===== src/rtl/mk_design_pipe.sv =====
// Pipelined add/subtract unit with a credit-managed in-order result queue.
// Optional saturation on carry/borrow is enabled by defining DESIGN_PIPE_SAT_EN.
module mk_design_pipe #(
  parameter int unsigned WIDTH = 10,
  parameter int unsigned DEPTH = 4,
  parameter int unsigned LAT   = 2,
  parameter int unsigned MODE  = 0
) (
  input  logic             CLK,
  input  logic             RST,
  input  logic [WIDTH-1:0] start_a,
  input  logic [WIDTH-1:0] start_b,
  input  logic             EN_start,
  output logic             RDY_start,
  output logic [WIDTH-1:0] res_result,
  output logic             RDY_result,
  input  logic             EN_check,
  output logic [WIDTH-1:0] ch_result,
  output logic             RDY_check
);

  localparam int unsigned CW = $clog2(DEPTH + 1);
  localparam int unsigned PW = (DEPTH > 1) ? $clog2(DEPTH) : 1;
`ifdef DESIGN_PIPE_SAT_EN
  localparam int unsigned DW = WIDTH + 1;
`else
  localparam int unsigned DW = WIDTH;
`endif

  logic [LAT-1:0]   pv_q;
  logic [DW-1:0]    pd_q [LAT];
  logic [WIDTH-1:0] mem_q [DEPTH];
  logic [PW-1:0]    wr_q, rd_q;
  logic [CW-1:0]    count_q, inflight_q;
  logic [CW:0]      occ;
  logic [DW-1:0]    raw;
  logic             accept, pop, wr_en;

  // With saturation the top bit of each stage carries the carry/borrow out.
  always_comb begin
`ifdef DESIGN_PIPE_SAT_EN
    if (MODE == 0) raw = {1'b0, start_a} + {1'b0, start_b};
    else           raw = {1'b0, start_a} - {1'b0, start_b};
`else
    if (MODE == 0) raw = start_a + start_b;
    else           raw = start_a - start_b;
`endif
  end

  function automatic logic [WIDTH-1:0] clamp(input logic [DW-1:0] x);
`ifdef DESIGN_PIPE_SAT_EN
    if (x[WIDTH]) return (MODE == 0) ? {WIDTH{1'b1}} : {WIDTH{1'b0}};
    return x[WIDTH-1:0];
`else
    return x;
`endif
  endfunction

  function automatic logic [PW-1:0] ptr_inc(input logic [PW-1:0] p);
    return (p == PW'(DEPTH - 1)) ? '0 : p + PW'(1);
  endfunction

  assign occ        = {1'b0, inflight_q} + {1'b0, count_q};
  assign RDY_start  = occ < (CW + 1)'(DEPTH);
  assign RDY_result = count_q != '0;
  assign RDY_check  = RDY_result;
  assign res_result = RDY_result ? mem_q[rd_q] : '0;
  assign ch_result  = res_result;

  assign accept = EN_start & RDY_start;
  assign pop    = EN_check & RDY_check;
  assign wr_en  = pv_q[LAT-1];

  always_ff @(posedge CLK) begin
    if (RST) begin
      pv_q       <= '0;
      for (int i = 0; i < LAT; i++) pd_q[i] <= '0;
      wr_q       <= '0;
      rd_q       <= '0;
      count_q    <= '0;
      inflight_q <= '0;
    end else begin
      pv_q[0] <= accept;
      pd_q[0] <= raw;
      for (int i = 1; i < LAT; i++) begin
        pv_q[i] <= pv_q[i-1];
        pd_q[i] <= pd_q[i-1];
      end
      // Clamp sits on the last stage output, so latency is unaffected.
      if (wr_en) begin
        mem_q[wr_q] <= clamp(pd_q[LAT-1]);
        wr_q        <= ptr_inc(wr_q);
      end
      if (pop) rd_q <= ptr_inc(rd_q);
      count_q    <= count_q + CW'(wr_en) - CW'(pop);
      inflight_q <= inflight_q + CW'(accept) - CW'(wr_en);
    end
  end

endmodule


===== config.mk =====
export PLATFORM = sky130hd
export DESIGN_NAME = mk_design_pipe
export DESIGN_NICKNAME = d
export VERILOG_FILES = /design/src/rtl/mk_design_pipe.sv
export SDC_FILE = /design/constraint.sdc
export NUM_CORES = 1
export LEC_CHECK = 0
export BUFFER_PORTS_ARGS = -buffer_cell sky130_fd_sc_hd__clkbuf_2
export CORE_MARGIN = 2
export CORE_UTILIZATION = 35
export DETAILED_ROUTE_END_ITERATION = 16
export GPL_TIMING_DRIVEN = 0
export SLEW_MARGIN = 10
export SYNTH_ARGS = -nofsm -noshare
export SYNTH_HDL_FRONTEND = slang
export SYNTH_SLANG_ARGS = --single-unit

===== constraint.sdc =====
create_clock -name CLK -period 3 [get_ports CLK]
set_input_delay 0.15 -clock CLK [delete_from_list [all_inputs] [get_ports CLK]]
set_output_delay 0.15 -clock CLK [all_outputs]
set_load 0.05 [all_outputs]

After elaboration in Yosys (flattened, before gate mapping)
Memories as Yosys holds them, arrays and structs flattened. A register that Yosys moved wholly into a read port is not among the register bits.
Index checks and enable logic that the tools add are counted.
{ "classes": {"n_lt_le_gt_ge": 1, "reduce_logical": 1, "bitwise": 4, "add_sub_neg": 8, "eq_ne": 2, "mux": 13} }
{ "ops": {"columns": ["operator", "n"], "rows": [
  ["$mux 10", 3],
  ["$add 10x10->10", 1],
  ["$mux 2", 4],
  ["$add 3x1->3", 2],
  ["$mux 1", 6],
  ["$sub 3x1->3", 2],
  ["$add 2x1->2 const B", 2],
  ["$add 3x3->4", 1],
  ["$eq 2x2->1 const B", 2],
  ["$lt 4x3->1 const B", 1],
  ["$reduce_bool 3->1", 1],
  ["$and 1x1->1", 2],
  ["$or 1x1->1", 2]
]} }
{ "totals": {"memories": 2, "elab_cells": 36, "ramBits": 60, "inputBits": 24, "ff_bits": 12, "out_inout_bits": 23} }
{ "mem_list": {"columns": ["memory", "depth", "word_bits", "rd", "rd_clocked_by_memory_dff", "write_ports", "line", "source"], "rows": [
  ["mem_q", 4, 10, 1, 1, 1, "32", "logic [WIDTH-1:0] mem_q [DEPTH];"],
  ["pd_q", 2, 10, 2, 0, 2, "31", "logic [DW-1:0] pd_q [LAT];"]
]} }

Logic depth before layout (Yosys ltp)
{ "logic_depth": {"depth_word": 5, "depth_mapped": 11, "depth_no_buf": 11} }

Worst setup path before layout
Ideal clock, no wire load.
{ "synth_path": {"kind": "register to register", "startpoint": "reg count_q[1]", "endpoint": "reg inflight_q[2]", "period_less_slack_ns": 3.911, "t_arrival_ns": 3.783, "n_path_buf": 0, "required_time_ns": 2.872, "stages_incl_launch_ff": 12, "setup_slack_ns": -0.911, "setup_time_ns": 0.128, "path_cell_list": "dfxtp_1 -> ha_1 -> and3_1 -> nor4_1 -> nand2_1 -> ha_1 -> inv_1 -> ha_1 -> fa_1 -> xnor2_1 -> xnor2_1 -> nor2_1"} }
{ "synth_via": {"elab_chain_len": 5} }
{ "synth_rtl": {"columns": ["element", "line", "source"], "rows": [
  ["start, declared", "34", "logic [CW-1:0] count_q, inflight_q;"],
  ["start signal, assigned", "95", "count_q <= count_q + CW'(wr_en) - CW'(pop);"],
  ["$add 3x3->4", "63", "assign occ = {1'b0, inflight_q} + {1'b0, count_q};"],
  ["$lt 4x3->1", "64", "assign RDY_start = occ < (CW + 1)'(DEPTH);"],
  ["via RDY_start", "14", "output logic RDY_start,"],
  ["$and 1x1->1", "70", "assign accept = EN_start & RDY_start;"],
  ["$add 3x1->3", "96", "inflight_q <= inflight_q + CW'(accept) - CW'(wr_en);"],
  ["$sub 3x1->3", "96", null],
  ["end signal, assigned", "96", null],
  ["end, declared", "34", null]
]} }
The timed path passes the listed nets, and every way through them passes these cells.
A chain may end at the register's enable or synchronous reset.

Worst setup path in the final report
{ "layout_path": {"startpoint": "reg count_q[1]", "endpoint": "reg inflight_q[2]"} }
{ "layout_via": {"elab_chain_len": 5} }
{ "layout_rtl": {"columns": ["element", "line"], "rows": [
  ["$add 3x3->4", "63"],
  ["$lt 4x3->1", "64"],
  ["$and 1x1->1", "70"],
  ["$add 3x1->3", "96"],
  ["$sub 3x1->3", "96"]
]} }
No other way between the ends.

==> impl_metrics.py <==
metrics = {
    "clock_network": {
        "clkTransAtPathRegs_ps": 80,
        "clk_latency_ps": 330,
        "cts_setup_buffers": 0,
        "numCtsBuffers": 9,
        "tritoncts": "done",
        "postCtsHoldBufs": 0,
        "cts_max_level": 3,
        "cts_root_buffer": "clkbuf_8",
        "ctsResizeCount": 0,
        "clockBufferDepth": 2,
        "clock_sinks": 74,
    },
    "timing": {
        "relSlewSlack_pct": 60.82,
        "timing_hold_violations_final": 0,
        "fmax_mhz": 395.3,
        "period_share_pct": 84.33,
        "fin_skew_ps": 11.48,
        "rsz0062_at_grt": "no",
        "holdWs_ps": 65.88,
        "fin_tns_setup_ps": 0,
        "tightest_slew_ps": 587.7,
        "period_minus_slack_ps": 2530,
        "drv_slew": 0,
        "setup_viol": 0,
        "timing.final.ws_setup_ps": 470.0,
    },
    "hold_path": {
        "hold_class": "input port to register",
        "hold_end": "pd_q[0][19]",
        "hold_depth": 2,
        "hp-start": "RST",
    },
    "floorplan": {
        "initial_core_util_pct": 36.18,
        "die_y_um": 98.95,
        "dieArea_mm2": 0.009791,
        "num_rows": 34,
        "dieWidth_um": 98.95,
        "core_mm2": 0.008721,
        "num_io_pins": 47,
    },
    "worst_setup_path": {
        "r2r-start": "count_q[1]",
        "crit_chain": "ha_1 > and3_1 > nor4_4 > nand2_1 > ha_1 > inv_1 > ha_1 > fa_1 > xnor2_1 > xnor2_1 > nor2_1",
        "cp_slowest_cell": "dfxtp_1",
        "end_kind": "register",
        "rr_worst_depth": 11,
        "critical-path-max-stage-delay_ps": 400,
        "cpMostUsedCell": "ha_1",
        "rr_endpoint": "inflight_q[2]",
        "path_max_fanout": 4,
        "startpoint_type": "register",
        "worstSetupPathType": "register to register",
        "reg2reg_setup_slack_ps": 470,
        "crit_required_ps": 3210,
        "crit_arrival_ps": 2740,
    },
    "routing": {
        "ant_nets": 0,
        "totalWireLength_mm": 4.626,
        "wl_per_cell_um": 11.59,
        "vias": 1738,
        "viasPerCell": 4.356,
        "firstDrtPassIters": 4,
        "drc": 0,
        "first_iter_violations": 72,
    },
    "cells_and_area": {
        "final_cells": 399,
        "nNetsFinal": 333,
        "n_antenna_cell": 0,
        "layout_commonest_cell": "clkbuf_2",
        "stdcell_area_mm2": 0.003704,
        "seq_area_mm2": 0.001882,
        "multiInputGateArea_mm2": 0.001141,
        "fill_cells": 823,
        "post-route-util_pct": 42.47,
        "syn2layout_area_growth_pct": 17.37,
        "final_cell_mix": "clkbuf_2 (46), edfxtp_1 (40), dfxtp_1 (34), ha_1 (20), nor2b_1 (18)",
        "drive_gt1_share_pct": 30.24,
    },
    "placed_design": {
        "post-dp-hpwl_mm": 3.380,
        "gp_congestion": 0.7054,
        "pre_cts_ws_ps": 448.6,
        "place_area_mm2": 0.003536,
        "numPlacedInstances": 383,
        "io_buffer_count": 46,
    },
    "grt": {
        "antenna_found_initial": 0,
        "first_global_vias": 1709,
        "grt_max_degree": 14,
        "grt_pass1_wl_mm": 7.955,
        "grt_util_all_layers_pct": 10.46,
        "grt-ovfl-total": 0,
    },
    "pwr": {
        "ir_worst_vdd_v": 0.0003134,
        "p_total_mw": 3.358,
        "leakagePower_nw": 1.515,
        "p_per_area_mw_per_mm2": 906.7,
    },
    "job": {
        "cap_viol_max_count": 0,
    },
    "logic_synthesis": {
        "synth.avg_cell_area_um2": 13.78,
        "synth_edf_count": 40,
        "async_flop_share_pct": 0,
        "syn_area_mm2": 0.003156,
        "ys_seq_elements": 74,
        "syn_inst": 229,
        "syn-num-nets": 276,
        "ys.flop_type": "edfxtp_1",
        "ys_types": 33,
        "yosysWarnings": 0,
        "ys_seq_area_share_pct": 59.64,
    },
    "status": {
        "status": "completed",
    },
}
[worst max path at each step]
stage,start,end,slack (ps),cells after the start
3_3_place_gp,count_q[1],inflight_q[2],510,11
4_1_cts,count_q[1],inflight_q[2],430,11
2_1_floorplan,count_q[1],inflight_q[2],120,11
6_report,count_q[1],inflight_q[2],470,11
3_5_place_dp,count_q[1],inflight_q[2],450,11
5_1_grt,count_q[1],inflight_q[2],200,11
[routing by layer]
| metal | up-vias | global-route usage (%) | share of wire, % |
|---|---|---|---|
| li1 | 916 | - | - |
| met1 | 759 | 13.27 | 45 |
| met2 | 56 | 16.79 | 48 |
| met3 | 7 | 2.553 | 5.5 |
| met4 | 0 | 5.058 | 1.8 |
| met5 | - | 0 | 0 |
[cell families after synthesis]
group / share of synthesized area, %
flip-flops: 59.64
buffers and inverters: 4.678
AND/OR/NAND/NOR: 10.63
adder cells (fa/ha/maj): 9.834
AO/OA/AOI/OAI: 4.361
XOR/XNOR: 2.776
multiplexers: 8.089
[flip-flops by register name (all words and copies together), names as in the netlist, named ones only]
name / count
mem_q: 40
rd_q: 2
wr_q: 2
inflight_q: 3
pv_q: 2
pd_q: 20
count_q: 3
[synthesized netlist by cell type, types with 2 or more instances]
cell / count / share of area, %
a211oi_1: 2 / 0.48
a21o_1: 2 / 0.48
a21oi_1: 7 / 1.1
and2_1: 14 / 2.8
buf_4: 11 / 2.6
clkbuf_1: 4 / 0.48
dfxtp_1: 34 / 22
edfxtp_1: 40 / 38
fa_1: 3 / 1.9
ha_1: 20 / 7.9
inv_1: 11 / 1.3
mux2i_1: 3 / 0.95
mux4_2: 10 / 7.1
nand2_1: 5 / 0.59
nor2_1: 13 / 1.5
nor2b_1: 18 / 3.6
nor3_1: 3 / 0.48
o21a_1: 3 / 0.71
o21ai_0: 2 / 0.32
or3_1: 3 / 0.59
xnor2_1: 7 / 1.9
xor2_1: 3 / 0.83
[where the power goes]
part / total (mW) / switching [mW] / internal, mW
combinational: 1.50 / 0.998 / 0.506
sequential: 1.21 / 0.0531 / 1.16
clock: 0.642 / 0.346 / 0.296
total: 3.36 / 1.40 / 1.96
[area by class of cell]
| cell class | count | share of cell area (%) |
|---|---|---|
| inverters | 11 | 1.115 |
| well taps | 108 | 3.649 |
| multi-input cells | 127 | 30.81 |
| flip-flops and latches | 74 | 50.81 |
| clock inverters | 7 | 1.182 |
| plain buffers | 17 | 2.872 |
| clock buffers | 9 | 3.345 |
| repair buffers | 46 | 6.216 |
[worst max-delay path, delay by kind of cell (launching register included)]
| kind | cells | cell delay, ps |
|---|---|---|
| flops | 1 | 400 |
| simple gates | 4 | 500 |
| buf+inv | 1 | 40 |
| xor+xnor | 2 | 360 |
| fa+ha+maj | 4 | 1110 |
No activity file was read; power rests on OpenSTA's default activity.
